--- src/rtl/can_reg_bank_param.sv ---
// Host-visible register bank of the CAN controller: config, W1C interrupts, TX staging,
// RX prefetch and NUM_AF acceptance-filter pairs, all with a fixed one-cycle ack.
module can_reg_bank_param #(
  parameter int NUM_AF = 4,
  parameter int IRQ_W  = 16,
  parameter int ADDR_W = 6
) (
  input  logic                     i_sys_clk,
  input  logic                     i_reset,
  input  logic                     i_req,
  input  logic                     i_r_neg_w,
  input  logic [ADDR_W-1:0]        i_addr,
  input  logic [31:0]              i_wdata,
  output logic [31:0]              o_rdata,
  output logic                     o_ack,
  output logic                     o_error,
  output logic                     o_interrupt,
  output logic                     o_soft_reset,
  output logic                     o_cen,
  output logic                     o_sleep,
  output logic                     o_lback,
  output logic [31:0]              o_btr,
  input  logic [15:0]              i_ecr,
  input  logic [15:0]              i_sr,
  input  logic [IRQ_W-1:0]         i_irq_set,
  output logic [127:0]             o_tx_data,
  output logic                     o_tx_w_en,
  input  logic                     i_tx_full,
  input  logic [127:0]             i_rx_data,
  input  logic                     i_rx_empty,
  output logic                     o_rx_r_en,
  output logic [NUM_AF-1:0]        o_uaf,
  output logic [NUM_AF*32-1:0]     o_afmr,
  output logic [NUM_AF*32-1:0]     o_afir
);

  localparam int ISR_W = IRQ_W + 2;

  localparam logic [ADDR_W-1:0] A_SRR    = ADDR_W'(0);
  localparam logic [ADDR_W-1:0] A_MSR    = ADDR_W'(1);
  localparam logic [ADDR_W-1:0] A_BTR    = ADDR_W'(2);
  localparam logic [ADDR_W-1:0] A_ECR    = ADDR_W'(3);
  localparam logic [ADDR_W-1:0] A_SR     = ADDR_W'(4);
  localparam logic [ADDR_W-1:0] A_ISR    = ADDR_W'(5);
  localparam logic [ADDR_W-1:0] A_IER    = ADDR_W'(6);
  localparam logic [ADDR_W-1:0] A_ICR    = ADDR_W'(7);
  localparam logic [ADDR_W-1:0] A_TX_ID  = ADDR_W'(8);
  localparam logic [ADDR_W-1:0] A_TX_DLC = ADDR_W'(9);
  localparam logic [ADDR_W-1:0] A_TX_DW1 = ADDR_W'(10);
  localparam logic [ADDR_W-1:0] A_TX_DW2 = ADDR_W'(11);
  localparam logic [ADDR_W-1:0] A_RX_ID  = ADDR_W'(12);
  localparam logic [ADDR_W-1:0] A_RX_DLC = ADDR_W'(13);
  localparam logic [ADDR_W-1:0] A_RX_DW1 = ADDR_W'(14);
  localparam logic [ADDR_W-1:0] A_RX_DW2 = ADDR_W'(15);
  localparam logic [ADDR_W-1:0] A_AFR    = ADDR_W'(16);

  typedef enum logic {RX_EMPTY, RX_HOLD} rx_state_t;

  rx_state_t                rx_state_reg, rx_state_next;
  logic                     cen_reg, sleep_reg, lback_reg;
  logic [31:0]              btr_reg;
  logic [ISR_W-1:0]         isr_reg, isr_next, ier_reg;
  logic [31:0]              tx_id_reg, tx_dlc_reg, tx_dw1_reg, tx_dw2_reg;
  logic [31:0]              rx_id_reg, rx_dlc_reg, rx_dw1_reg, rx_dw2_reg;
  logic [NUM_AF-1:0]        afr_reg;
  logic [NUM_AF-1:0][31:0]  afmr_reg, afir_reg;

  logic                     is_rd, is_wr, wr_ok, acc_err, soft_rst;
  logic                     txovf_evt, rxuflw_evt, rx_load, rx_addr;
  logic [31:0]              rd_val;
  logic [NUM_AF-1:0]        af_mr_hit, af_ir_hit;
  logic                     af_hit;

  assign is_rd    = i_req & i_r_neg_w;
  assign is_wr    = i_req & ~i_r_neg_w;
  assign wr_ok    = is_wr & ~acc_err;
  assign soft_rst = wr_ok & (i_addr == A_SRR) & i_wdata[0];
  assign rx_addr  = (i_addr >= A_RX_ID) && (i_addr <= A_RX_DW2);

  // Filter k occupies the word pair starting at 0x11 + 2k.
  genvar gi;
  generate
    for (gi = 0; gi < NUM_AF; gi++) begin : g_af
      assign af_mr_hit[gi] = (i_addr == ADDR_W'(17 + 2 * gi));
      assign af_ir_hit[gi] = (i_addr == ADDR_W'(18 + 2 * gi));
    end
  endgenerate
  assign af_hit = |{af_mr_hit, af_ir_hit};

  always_comb begin
    acc_err = 1'b0;
    rd_val  = '0;
    case (i_addr)
      A_SRR:    rd_val = {30'b0, cen_reg, 1'b0};
      A_MSR:    rd_val = {30'b0, lback_reg, sleep_reg};
      A_BTR: begin
        rd_val  = btr_reg;
        acc_err = ~i_r_neg_w & cen_reg;
      end
      A_ECR: begin
        rd_val  = {16'b0, i_ecr};
        acc_err = ~i_r_neg_w;
      end
      A_SR: begin
        rd_val  = {16'b0, i_sr};
        acc_err = ~i_r_neg_w;
      end
      A_ISR: begin
        rd_val  = 32'(isr_reg);
        acc_err = ~i_r_neg_w;
      end
      A_IER:    rd_val = 32'(ier_reg);
      A_ICR:    acc_err = i_r_neg_w;
      A_TX_ID:  rd_val = tx_id_reg;
      A_TX_DLC: rd_val = tx_dlc_reg;
      A_TX_DW1: rd_val = tx_dw1_reg;
      A_TX_DW2: begin
        rd_val  = tx_dw2_reg;
        acc_err = ~i_r_neg_w & i_tx_full;
      end
      // An RX read with nothing prefetched returns zero; the underflow is flagged in ISR.
      A_RX_ID: begin
        rd_val  = (rx_state_reg == RX_HOLD) ? rx_id_reg : 32'b0;
        acc_err = ~i_r_neg_w;
      end
      A_RX_DLC: begin
        rd_val  = (rx_state_reg == RX_HOLD) ? rx_dlc_reg : 32'b0;
        acc_err = ~i_r_neg_w;
      end
      A_RX_DW1: begin
        rd_val  = (rx_state_reg == RX_HOLD) ? rx_dw1_reg : 32'b0;
        acc_err = ~i_r_neg_w;
      end
      A_RX_DW2: begin
        rd_val  = (rx_state_reg == RX_HOLD) ? rx_dw2_reg : 32'b0;
        acc_err = ~i_r_neg_w;
      end
      A_AFR: begin
        rd_val  = 32'(afr_reg);
        acc_err = ~i_r_neg_w & cen_reg;
      end
      default: begin
        if (af_hit) begin
          for (int k = 0; k < NUM_AF; k++) begin
            if (af_mr_hit[k]) rd_val = afmr_reg[k];
            if (af_ir_hit[k]) rd_val = afir_reg[k];
          end
          acc_err = ~i_r_neg_w & cen_reg;
        end else begin
          acc_err = 1'b1;
        end
      end
    endcase
  end

  assign txovf_evt  = is_wr & (i_addr == A_TX_DW2) & i_tx_full;
  assign rxuflw_evt = is_rd & rx_addr & (rx_state_reg == RX_EMPTY);

  // Set beats clear when both hit the same bit in one cycle.
  always_comb begin
    isr_next = isr_reg;
    if (wr_ok && (i_addr == A_ICR)) isr_next = isr_next & ~i_wdata[ISR_W-1:0];
    isr_next = isr_next | {rxuflw_evt, txovf_evt, i_irq_set};
    if (soft_rst) isr_next = '0;
  end

  always_comb begin
    rx_state_next = rx_state_reg;
    rx_load       = 1'b0;
    if (soft_rst) begin
      rx_state_next = RX_EMPTY;
    end else begin
      case (rx_state_reg)
        RX_EMPTY: if (!i_rx_empty) begin
          rx_load       = 1'b1;
          rx_state_next = RX_HOLD;
        end
        RX_HOLD:  if (is_rd && (i_addr == A_RX_DW2)) rx_state_next = RX_EMPTY;
        default:  rx_state_next = RX_EMPTY;
      endcase
    end
  end

  always_ff @(posedge i_sys_clk or posedge i_reset) begin
    if (i_reset) begin
      rx_state_reg <= RX_EMPTY;
      rx_id_reg    <= '0;
      rx_dlc_reg   <= '0;
      rx_dw1_reg   <= '0;
      rx_dw2_reg   <= '0;
      o_rx_r_en    <= 1'b0;
    end else begin
      rx_state_reg <= rx_state_next;
      o_rx_r_en    <= rx_load;
      if (soft_rst) begin
        rx_id_reg  <= '0;
        rx_dlc_reg <= '0;
        rx_dw1_reg <= '0;
        rx_dw2_reg <= '0;
      end else if (rx_load) begin
        {rx_id_reg, rx_dlc_reg, rx_dw1_reg, rx_dw2_reg} <= i_rx_data;
      end
    end
  end

  always_ff @(posedge i_sys_clk or posedge i_reset) begin
    if (i_reset) begin
      cen_reg      <= 1'b0;
      sleep_reg    <= 1'b0;
      lback_reg    <= 1'b0;
      btr_reg      <= '0;
      isr_reg      <= '0;
      ier_reg      <= '0;
      tx_id_reg    <= '0;
      tx_dlc_reg   <= '0;
      tx_dw1_reg   <= '0;
      tx_dw2_reg   <= '0;
      afr_reg      <= '0;
      afmr_reg     <= '0;
      afir_reg     <= '0;
      o_rdata      <= '0;
      o_ack        <= 1'b0;
      o_error      <= 1'b0;
      o_interrupt  <= 1'b0;
      o_soft_reset <= 1'b0;
      o_tx_w_en    <= 1'b0;
    end else begin
      o_ack        <= i_req;
      o_error      <= i_req & acc_err;
      o_rdata      <= (is_rd && !acc_err) ? rd_val : 32'b0;
      o_interrupt  <= |(isr_reg & ier_reg);
      o_soft_reset <= soft_rst;
      o_tx_w_en    <= wr_ok & (i_addr == A_TX_DW2);
      isr_reg      <= isr_next;
      if (soft_rst) begin
        cen_reg    <= 1'b0;
        sleep_reg  <= 1'b0;
        lback_reg  <= 1'b0;
        btr_reg    <= '0;
        ier_reg    <= '0;
        tx_id_reg  <= '0;
        tx_dlc_reg <= '0;
        tx_dw1_reg <= '0;
        tx_dw2_reg <= '0;
        afr_reg    <= '0;
        afmr_reg   <= '0;
        afir_reg   <= '0;
      end else if (wr_ok) begin
        case (i_addr)
          A_SRR:    cen_reg <= i_wdata[1];
          A_MSR:    {lback_reg, sleep_reg} <= i_wdata[1:0];
          A_BTR:    btr_reg <= i_wdata;
          A_IER:    ier_reg <= i_wdata[ISR_W-1:0];
          A_TX_ID:  tx_id_reg <= i_wdata;
          A_TX_DLC: tx_dlc_reg <= i_wdata;
          A_TX_DW1: tx_dw1_reg <= i_wdata;
          A_TX_DW2: tx_dw2_reg <= i_wdata;
          A_AFR:    afr_reg <= i_wdata[NUM_AF-1:0];
          default: begin
            for (int k = 0; k < NUM_AF; k++) begin
              if (af_mr_hit[k]) afmr_reg[k] <= i_wdata;
              if (af_ir_hit[k]) afir_reg[k] <= i_wdata;
            end
          end
        endcase
      end
    end
  end

  assign o_cen     = cen_reg;
  assign o_sleep   = sleep_reg;
  assign o_lback   = lback_reg;
  assign o_btr     = btr_reg;
  assign o_tx_data = {tx_id_reg, tx_dlc_reg, tx_dw1_reg, tx_dw2_reg};
  assign o_uaf     = afr_reg;
  assign o_afmr    = afmr_reg;
  assign o_afir    = afir_reg;

endmodule
--- config.mk ---
export PLATFORM = sky130hd
export DESIGN_NAME = can_reg_bank_param
export DESIGN_NICKNAME = d
export VERILOG_FILES = /design/src/rtl/can_reg_bank_param.sv
export SDC_FILE = /design/constraint.sdc
export NUM_CORES = 1
export LEC_CHECK = 0
export ABC_CLOCK_PERIOD_IN_PS = 47800
export CAP_MARGIN = 5
export CELL_PAD_IN_SITES_DETAIL_PLACEMENT = 1
export CELL_PAD_IN_SITES_GLOBAL_PLACEMENT = 1
export CORE_AREA = 5 5 263 265
export DETAILED_ROUTE_END_ITERATION = 10
export DIE_AREA = 0 0 268 270
export DONT_BUFFER_PORTS = 1
export GPL_ROUTABILITY_DRIVEN = 0
export PLACE_DENSITY = 0.82
export SETUP_SLACK_MARGIN = 0.1
export SLEW_MARGIN = 20
export SYNTH_ARGS = -nofsm -noshare
export SYNTH_HDL_FRONTEND = slang
export SYNTH_SLANG_ARGS = --single-unit
--- constraint.sdc ---
create_clock -name i_sys_clk -period 47.8 [get_ports i_sys_clk]
set_clock_uncertainty 0.2 [all_clocks]
set_input_delay 4.78 -clock i_sys_clk [delete_from_list [all_inputs] [get_ports i_sys_clk]]
set_output_delay 4.78 -clock i_sys_clk [all_outputs]
set_load 0.02 [all_outputs]
# [Yosys cells after proc, flatten, opt, wreduce, memory -nomap -nowiden]
# Cells that the tools add are included.
[word_totals] inputBits=220 reg_bits=626
[op_classes] muxes=77 eq_ne=25 n_reduce_logical=48 order_cmp=2 n_bitwise=20
[op_table] op="$mux 32" count=45
[op_table] op="$mux 128" count=6
[op_table] op="$pmux 32 s17" count=1
[op_table] op="$mux 18" count=5
[op_table] op="$eq 6x5->1 const B" count=9
[op_table] op="$eq 6x4->1 const B" count=8
[op_table] op="$reduce_bool 2->1" count=19
[op_table] op="$and 18x18->18" count=2
[op_table] op="$eq 6x3->1 const B" count=4
[op_table] op="$reduce_and 3->1" count=8
[op_table] op="$not 18->18" count=1
[op_table] op="$or 18x18->18" count=1
[op_table] op="$reduce_and 2->1" count=9
[op_table] op="$reduce_or 18->1" count=1
[op_table] op="$mux 1" count=15
[op_table] op="$and 1x1->1" count=13
[op_table] op="$eq 6x2->1 const B" count=2
[op_table] op="$mux 4" count=3
[op_table] op="$reduce_or 9->1" count=1
[op_table] op="$reduce_or 8->1" count=1
[op_table] op="$reduce_or 7->1" count=1
[op_table] op="$eq 6x1->1 const B" count=1
[op_table] op="$ge 6x4->1 const B" count=1
[op_table] op="$le 6x4->1 const B" count=1
[op_table] op="9 further kinds" count=14

# [Longest topological paths before layout]
# Gate-level depths: netlist (run 1).
[depth] ltp_word=12 ltp_mapped=11

# [Worst setup path after synthesis (run 1)]
# OpenSTA, ideal clock, no wires.
[synth_timing] kind="input port to flip-flop" from="input i_addr[0]" to="register afir_reg, in the netlist o_afir[88]" setup_time_ns=0.132 t_arrival_ns=6.977 setup_slack_ns=40.491 path_stages=10 t_required_ns=47.468 cell_sequence="buf_2 or4_4 a21o_1 buf_6 a221o_1 buf_4 nor3_4 buf_6 mux2i_1 nor2_1"
[synth_between] elab_chain_cells=10 elab_cells_between_ends=41 classes_between="eq/ne: 25; mux: 3; bitwise: 4; reduce/logical: 9"
[synth_lines] item="start: declaration" line_no="12" rtl="input logic [ADDR_W-1:0] i_addr,"
[synth_lines] item="$eq 6x5->1 (on tied branches)" line_no="84, 85"
[synth_lines] item="$reduce_or 8->1" line_no="88" rtl="assign af_hit = |{af_mr_hit, af_ir_hit};"
[synth_lines] item="$mux 1" line_no="143" rtl="if (af_hit) begin"
[synth_lines] item="$pmux 1 s5" line_no="93" rtl="case (i_addr)"
[synth_lines] item="$not 1->1" line_no="76" rtl="assign wr_ok = is_wr & ~acc_err;"
[synth_lines] item="$and 1x1->1" line_no="76"
[synth_lines] item="$and 1x1->1 (2 in series)" line_no="77" rtl="assign soft_rst = wr_ok & (i_addr == A_SRR) & i_wdata[0];"
[synth_lines] item="$ne 2x1->1 (no source line) or $reduce_bool 2->1 (tied branches)"
[synth_lines] item="$reduce_and 3->1 (no source line)"
[synth_lines] item="end signal: indexed assignment" line_no="262" rtl="if (af_ir_hit[k]) afir_reg[k] <= i_wdata;"
[synth_lines] item="end: declaration" line_no="66" rtl="logic [NUM_AF-1:0][31:0] afmr_reg, afir_reg;"
# Parallel ways exist; a longest one is shown, timed or not.
# A chain may end at the register's enable or synchronous reset.

# [Worst setup path after layout (run 1)]
[layout_timing] from="input i_addr[5]" to="register tx_id_reg[0]"
[layout_between] elab_chain_cells=10 elab_cells_between_ends=39 classes_between="eq/ne: 24; mux: 3; bitwise: 4; reduce/logical: 8"
[layout_lines] item="$eq 6x5->1 (on tied branches)" line_no="84, 85"
[layout_lines] item="$reduce_or 8->1" line_no="88"
[layout_lines] item="$mux 1" line_no="143"
[layout_lines] item="$pmux 1 s5" line_no="93"
[layout_lines] item="$not 1->1" line_no="76"
[layout_lines] item="$and 1x1->1" line_no="76"
[layout_lines] item="$and 1x1->1 (2 in series)" line_no="77"
[layout_lines] item="$reduce_bool 2->1 (no source line)"
[layout_lines] item="$reduce_and 2->1 (no source line)"
[layout_lines] item="end signal: assignment" line_no="254" rtl="A_TX_ID: tx_id_reg <= i_wdata;"
[layout_lines] item="end: declaration" line_no="63" rtl="logic [31:0] tx_id_reg, tx_dlc_reg, tx_dw1_reg, tx_dw2_reg;"
# Parallel ways exist; a longest one is shown, timed or not.

==> reports/qor.csv, run 1 <==
stage,metric,value,unit
outcome,run status,"complete, no violations",
synthesis,"Cell Area, Synth",29100,um2
synthesis,Synth Instances,3282,
worst_setup_path,crit path DAT,8290,ps
sta,fin worst setup slack,39790,ps
clocking,clk root buf,clkbuf_16,
finish,fillcell total,7564,
grt,grt met2 use,55.5,%
clocking,cts repair resizes,0,
power_and_ir_drop,switching share of total power,29.1,%
grt,met1 GRT Util,46.1,%
grt,Top Usage Layer GRT,met2,
drt,DR iter-0 viols,3436,
clocking,Post-CTS Setup Bufs,0,
drt,Via Count,27300,
place,worst slack at placement,39150,ps
clocking,CTS tree,done,
synthesis,Syn. warnings,0,
drt,final wirelength,137,mm
grt,total gr overflow,0,
hold_path,Hold Path Origin,rx_dlc_reg[31],
floorplan,height of the die,270,um
finish,share of layout cells above drive strength 1,8.29,%
hold_path,Hold/Removal Path Class,flop to flop,
finish,cell area after layout,31900,um2
worst_setup_path,r2r setup slk,44100,ps
floorplan,full die area,72400,um2
synthesis,register bit total from synthesis,626,
power_and_ir_drop,Int Pwr,0.979,mW
floorplan,Core Box Area,66600,um2
finish,area delta synth->final,9.62,%
clocking,hold_buf cts,0,
synthesis,Synth Flop Type,dfrtp_1,
grt,number of global-route vias before repair,28200,
power_and_ir_drop,Flop pwr share,49.3,%
worst_setup_path,worst endpoint required time,48080,ps
clocking,Worst-Skew Late Latency,610,ps
hold_path,Hold Path End,rx_dlc_reg[31],
grt,GR Layer Usage met3,12.2,%
floorplan,Row Count,95,
worst_setup_path,r2r worst-path depth,7,
sta,min Tclk post-route,8010,ps
worst_setup_path,crit-path max FO,192,
job,Max-cap violations,0,
floorplan,Die X,268,um
clocking,TritonCTS Buffers,72,
clocking,clock sink count,626,
floorplan,Initial Util,43.8,%
power_and_ir_drop,pwr/cell area,43.2,nW/um2
synthesis,synthesized net count,3502,
finish,Register Area,15700,um2
grt,first-pass GRT wire length,198,mm
synthesis,share of async-settable or async-resettable flops after synthesis,100,%
finish,final non-filler cell total,4035,
worst_setup_path,RR Startpoint,o_cen,
clocking,Max Root-Sink Buffers,3,
drt,ANT nets after route,0,
sta,headroom to the max-slew limit,22.8,%
worst_setup_path,Crit Path Category,input port to flop,
sta,"Hold Vio Cnt, Final",0,
sta,worst slew pin tran,1160,ps
synthesis,Mean Syn Cell Area,8.88,um2
sta,unrepaired setup endpoints after global routing,false,
place,DPL Wire Length,91.7,mm
sta,Final period util,16.8,%
drt,Vias/cell,6.78,
finish,Total Nets Final,3331,
sta,final setup fails,0,
sta,Sum Neg Setup Slack,0,ps
power_and_ir_drop,clock network power share,40.0,%
worst_setup_path,Critical Path Source Type,input port,
clocking,Max H-tree Level,3,
place,dpl cell area,29600,um2
synthesis,post-synthesis sequential area ratio,53.7,%
power_and_ir_drop,leakage,13.6,nW
grt,Total Routing Usage GR,36.3,%
drt,WL/cell,34.0,um
grt,largest net degree at the start of global routing,193,
hold_path,hold path cells,2,
place,Inst Count DP,3909,
drt,DRC Markers,0,
synthesis,Post-synth EDFFs,0,
sta,Max Clk Rate,0.125,GHz
synthesis,post-synthesis cell type count,61,
worst_setup_path,CP Capture Type,flop,
finish,Multi-input gate area,12300,um2
worst_setup_path,RR Endpoint,o_afir[85],
power_and_ir_drop,maximum vdd drop,0.0281,mV
power_and_ir_drop,Design Power,1.38,mW
power_and_ir_drop,logic gate share of total power,10.7,%
clocking,clk slew on worst S/H paths,60,ps
grt,initial antenna violation count,6,
power_and_ir_drop,switching pwr,0.403,mW
floorplan,Top Ports,681,
drt,first-pass detailed-route iteration total,8,
place,I/O Buffers,0,
sta,max-slew violations,0,
==> worst max-delay path, cell delays in order <==
cell and delay [ps]:
or4_1 710, nor2_1 250, and2_1 180, nand2_1 50, buf_4 290, inv_8 750
buf_12 630, nor2_1 150, nand2_1 110, o21ai_1 60
==> power by group through the flow <==
stage	logic, mW	registers [mW]	clock network [mW]
final	0.148	0.681	0.553
after CTS	0.148	0.679	0.558
after floorplan	0.114	0.663	0
after detailed placement	0.145	0.687	0
after global placement	0.135	0.683	0
after global routing	0.166	0.686	0.582
==> worst max path at each step <==
stage	depth (start not counted)	from	endpoint
after floorplan	1	i_reset	ier_reg[0]
after global placement	8	i_addr[5]	rx_dw1_reg[18]
after detailed placement	8	i_addr[5]	rx_dw1_reg[9]
after CTS	8	i_addr[5]	rx_dlc_reg[26]
after global routing	10	i_addr[5]	tx_id_reg[0]
final	10	i_addr[5]	tx_id_reg[0]
==> metrics by stage <==
step	util [%]	hold WS (ps)
floorplan	-	293
global placement	44.5	309
detailed placement	44.5	315
CTS	47.9	323
global route	48.0	343
finish	48.0	320
==> layout by cell type, fill, tap and decap left out, types with 5 or more instances in the layout <==
master	Yosys	routed
a21o_1	5	5
a21oi_1	555	555
a221oi_1	25	25
a222oi_1	45	45
a22o_1	30	30
a22oi_1	112	112
a31oi_1	18	18
and3_1	8	7
buf_4	1	47
clkbuf_1	245	14
clkbuf_16	0	72
clkbuf_8	0	15
clkinv_2	0	6
dfrtp_1	626	626
inv_1	22	21
mux2_2	51	51
mux2i_1	95	95
mux4_2	7	7
nand2_1	1033	1029
nand3_1	23	21
nor2_1	119	110
nor2_4	0	6
nor2b_1	9	7
nor3_1	12	9
nor3_4	2	7
o21a_1	5	5
o21ai_0	105	104
o22ai_1	17	17
==> layout make-up <==
type / instances / area share, %
inverters: 24 / 0.329
multi-input cells: 2334 / 38.6
clock inverters: 21 / 0.779
clock buffers: 101 / 6.45
flip-flops and latches: 626 / 49.0
repair buffers: 53 / 1.40
well taps: 873 / 3.42
diodes: 3 / 0.0235
==> cell usage after synthesis, types with 3 or more instances <==
master | n | area (um2)
inv_1 | 22 | 82.6
nand4b_1 | 3 | 26.3
nand2_1 | 1033 | 3880
nand4_1 | 4 | 25.0
mux2i_1 | 95 | 951
mux2_2 | 51 | 574
mux4_2 | 7 | 158
a21oi_1 | 555 | 2780
a221oi_1 | 25 | 219
o21ai_0 | 105 | 526
a31oi_1 | 18 | 113
a21o_1 | 5 | 37.5
o31ai_1 | 3 | 22.5
or4b_2 | 3 | 30.0
clkbuf_1 | 245 | 920
o21a_1 | 5 | 37.5
a22o_1 | 30 | 263
nor3_2 | 6 | 60.1
nor3_1 | 12 | 60.1
nand3_1 | 23 | 115
nor2b_1 | 9 | 56.3
buf_2 | 32 | 160
nand2b_1 | 3 | 18.8
a22oi_1 | 112 | 841
and3_1 | 8 | 50.1
a222oi_1 | 45 | 450
o22ai_1 | 17 | 106
dfrtp_1 | 626 | 15700
nor2_1 | 119 | 447
buf_6 | 8 | 90.1
buf_1 | 12 | 45.0
==> metal layers <==
metal / routed length, um / vias up
li1: - / 10900
met1: 50700 / 13900
met2: 61200 / 1969
met3: 16600 / 542
met4: 8740 / 2
met5: 12 / -
==> cell families (layout without fill, tap and decap cells) <==
| kind of cell | count (synthesis) | after routing | synth area share [%] |
|---|---|---|---|
| AOI/OAI and AO/OA | 937 | 937 | 19.0 |
| buffers and inverters | 322 | 199 | 4.50 |
| other | 0 | 3 | 0 |
| muxes | 153 | 153 | 5.77 |
| DFF | 626 | 626 | 53.7 |
| and+or+nand+nor | 1243 | 1243 | 17.0 |
| xor gates and xnor gates | 1 | 1 | 0.0301 |
(Power assumes the default switching activity.)
==> inputs of run 2 (changes only) <==
ABC_AREA = 1   (was not set)
ABC_CLOCK_PERIOD_IN_PS = 6800   (was 47800)
CORE_AREA = not set   (was 5 5 263 265)
CORE_MARGIN = 5   (was not set)
CORE_UTILIZATION = 42   (was not set)
DIE_AREA = not set   (was 0 0 268 270)
PLACE_DENSITY = 0.83   (was 0.82)
clock period = 6.8 ns   (was 47.8 ns; I/O delays follow)
==> run 2 against run 1 <==
  * Combinational power rose to 7.0 times the previous value
  * Sequential share of layout area fell by 4.8 points
  * First-iteration DRC count rose by 18%
  * Final cell count rose by 20%
  * Critical path depth rose by 4
  * Worst setup slack got worse by 38000 ps
  * Core utilization fell by 0.54 points
  * Worst hold slack got worse by 300 ps
==> reports/qor.csv, run 2 <==
stage,metric,value,unit,change
outcome,run status,"complete, no violations",,unchanged
clocking,clock sink count,626,,unchanged
clocking,clk slew on worst S/H paths,60,ps,about the same
synthesis,Simple-Gate Fraction of Synth Area,32.8,%,was 17.0%
synthesis,share of async-settable or async-resettable flops after synthesis,100,%,unchanged
drt,Top Layer Used,met5,,unchanged
synthesis,"area leader, netlist",dfrtp_1,,unchanged
hold_path,Hold/Removal Path Class,input port to flop,,was flop to flop
sta,fin worst setup slack,1800,ps,was 39790 ps
synthesis,largest family of logic cells by synthesized area,simple AND/OR/NAND/NOR gates,,was compound AO/OA/AOI/OAI gates
sta,"Hold Vio Cnt, Final",0,,unchanged
worst_setup_path,Critical Path Source Type,input port,,unchanged
grt,total gr overflow,0,,unchanged
finish,cell area after layout,35400,um2,was 31900 um2
drt,DRT met1 WL,56.2,mm,was 50.7 mm
synthesis,Synth Flop Type,dfrtp_1,,unchanged
clocking,Worst-Skew Late Latency,640,ps,was 610 ps
drt,Via Count,32400,,was 27300
worst_setup_path,Crit Path Category,input port to flop,,unchanged
synthesis,top-count cell post-synth,nand2_1,,unchanged
synthesis,Synth Instances,3940,,was 3282
floorplan,Top Ports,681,,unchanged
synthesis,Mean Syn Cell Area,8.02,um2,was 8.88 um2
power_and_ir_drop,switching pwr,2.94,mW,was 0.403 mW
synthesis,"Cell Area, Synth",31600,um2,was 29100 um2
synthesis,Syn. warnings,0,,unchanged
sta,final hold slack,15.5,ps,was 320 ps
drt,WL/cell,32.3,um,was 34.0 um
synthesis,Post-synth top cells,"nand2_1 (1125), nand3_1 (1047), dfrtp_1 (626)",,"was nand2_1 (1033), dfrtp_1 (626), a21oi_1 (555)"
place,I/O Buffers,0,,unchanged
clocking,Post-CTS Setup Bufs,0,,unchanged
synthesis,compound-cell area share of the yosys netlist,10.5,%,was 19.0%
job,Max-cap violations,0,,unchanged
finish,area delta synth->final,11.9,%,was 9.62%
synthesis,post-synthesis sequential area ratio,49.6,%,was 53.7%
drt,met3 WL,17.2,mm,was 16.6 mm
finish,share of layout cells above drive strength 1,6.43,%,was 8.29%
power_and_ir_drop,clock network power share,41.3,%,was 40.0%
finish,final core utilization,47.5,%,was 48.0%
synthesis,post-synth top area share,49.6,%,was 53.7%
sta,final setup fails,0,,unchanged
grt,number of global-route vias before repair,32100,,was 28200
synthesis,post-synthesis cell type count,40,,was 61
floorplan,Initial Util,42.4,%,was 43.8%
drt,DR iter-0 viols,4061,,was 3436
drt,first-pass detailed-route iteration total,5,,was 8
grt,first-pass GRT wire length,227,mm,was 198 mm
drt,Vias/cell,6.71,,was 6.78
sta,headroom to the max-slew limit,21.5,%,was 22.8%
power_and_ir_drop,Flop pwr share,48.2,%,was 49.3%
synthesis,mux contribution to synthesized area,0,%,was 5.77%
sta,Max Clk Rate,0.200,GHz,
synthesis,synth top area cells,"dfrtp_1 (50%), nand3_1 (17%), nand2_1 (13%)",,"was dfrtp_1 (54%), nand2_1 (13%), a21oi_1 (9.5%)"
drt,ANT nets after route,0,,unchanged
clocking,hold_buf cts,101,,was 0
worst_setup_path,CP Capture Type,flop,,unchanged
power_and_ir_drop,switching share of total power,30.0,%,was 29.1%
sta,Final period util,73.5,%,
grt,initial antenna violation count,9,,was 6
power_and_ir_drop,pwr/cell area,277,nW/um2,was 43.2 nW/um2
clocking,CTS tree,done,,unchanged
drt,DRC Markers,0,,unchanged
place,worst slack at placement,1430,ps,was 39150 ps
floorplan,height of the die,284,um,was 270 um
floorplan,full die area,80900,um2,was 72400 um2
grt,Total Routing Usage GR,36.9,%,was 36.3%
clocking,Max Root-Sink Buffers,3,,unchanged
synthesis,Post-synth EDFFs,0,,unchanged
drt,final wirelength,156,mm,was 137 mm
worst_setup_path,crit-path max FO,156,,was 192
sta,Sum Neg Setup Slack,0,ps,unchanged
synthesis,register bit total from synthesis,626,,unchanged
place,DPL Wire Length,105,mm,was 91.7 mm
floorplan,Core Box Area,74600,um2,was 66600 um2
clocking,Max H-tree Level,3,,unchanged
sta,unrepaired setup endpoints after global routing,false,,unchanged
power_and_ir_drop,maximum vdd drop,0.216,mV,was 0.0281 mV
synthesis,XOR/XNOR share of the synthesized area,0,%,was 0.0300%
sta,max-slew violations,0,,unchanged
clocking,clk root buf,clkbuf_16,,unchanged
floorplan,Die X,284,um,was 268 um
finish,Total Nets Final,4020,,was 3331
floorplan,Row Count,100,,was 95
finish,"most common cell after layout, fill and taps aside",nand2_1,,unchanged
place,dpl cell area,31900,um2,was 29600 um2
synthesis,synthesized net count,4160,,was 3502
power_and_ir_drop,Int Pwr,6.85,mW,was 0.979 mW
clocking,cts repair resizes,0,,unchanged
sta,min Tclk post-route,5000,ps,
worst_setup_path,crit path DAT,5300,ps,was 8290 ps
finish,most frequent cells in the layout,"nand2_1 (1124), nand3_1 (1046), dfrtp_1 (625), o2111ai_1 (219), inv_1 (110)",,"was nand2_1 (1029), dfrtp_1 (626), a21oi_1 (555), a22oi_1 (112), nor2_1 (110)"
grt,largest net degree at the start of global routing,233,,was 193
power_and_ir_drop,leakage,18.0,nW,was 13.6 nW
synthesis,Post-Synth Adder-Cell Area,0,%,unchanged
drt,total length of routed met2 wires,70.2,mm,was 61.2 mm
power_and_ir_drop,logic gate share of total power,10.6,%,was 10.7%
sta,worst slew pin tran,1180,ps,was 1160 ps
clocking,TritonCTS Buffers,74,,was 72
worst_setup_path,worst endpoint required time,7100,ps,was 48080 ps
==> run 2: cells by family (layout without fill, tap and decap cells) <==
family / after synthesis / after routing
flops: 626 / 626
buf+inv: 522 / 440
other cells: 0 / 9
compound gates: 448 / 448
simple gates: 2344 / 2344
==> run 2: metrics by stage <==
step                      total power [mW]  cells
after floorplan                       5.30   3940
after global placement                5.60   4589
after detailed placement              5.68   4589
after CTS                             9.77   4824
after global routing                  10.1   4834
final                                 9.79   4836
==> run 2: area by class of cell <==
| cell class | count | area (um2) |
|---|---|---|
| Timing Repair Buffer | 180 | 1790 |
| Antenna cell | 9 | 22.5 |
| Sequential cell | 626 | 15700 |
| Clock buffer | 108 | 2150 |
| Tap cell | 969 | 1210 |
| Fill cell | 8804 | 39200 |
| Multi-Input combinational cell | 2792 | 13800 |
| Clock inverter | 26 | 258 |
| Inverter | 126 | 484 |
==> run 2: critical path, cell delays in order <==
cell     delay (ps)
nor2_1          630
nand3_4         740
nand2_1         350
inv_2            50
nand2_2          90
nor2_4           40
nand2_1          60
nand3_2         100
nor2_4          170
buf_12          320
buf_16          440
nand3_2         870
nand3_1         390
nand2_1          90
==> run 2: worst paths after layout <==
kind	cells past startpoint	slack (ps)	from	end
max	14	1800	i_addr[5]	o_afir[106]
min	2	20	i_rx_data[54]	rx_dw1_reg[22]
max reg2reg	11	2810	o_cen	o_afir[106]
min reg2reg	2	300	rx_dlc_reg[23]	rx_dlc_reg[23]
max in group asynchronous	4	4440	i_reset	o_afmr[42]
min in group asynchronous	2	360	i_reset	rx_dw1_reg[10]
==> run 2: power groups by stage <==
stage	clock network, mW	logic [mW]	registers [mW]
floorplan	0	0.716	4.59
global placement	0	0.883	4.72
detailed placement	0	0.937	4.74
CTS	4.06	1.03	4.68
global route	4.23	1.15	4.74
finish	4.04	1.04	4.71
==> run 2: metal layers <==
layer / up-vias / track usage [%]
li1: 13400 / -
met1: 16400 / 44.1
met2: 2006 / 57.7
met3: 616 / 12.8
met4: 2 / 22.2
met5: - / 0
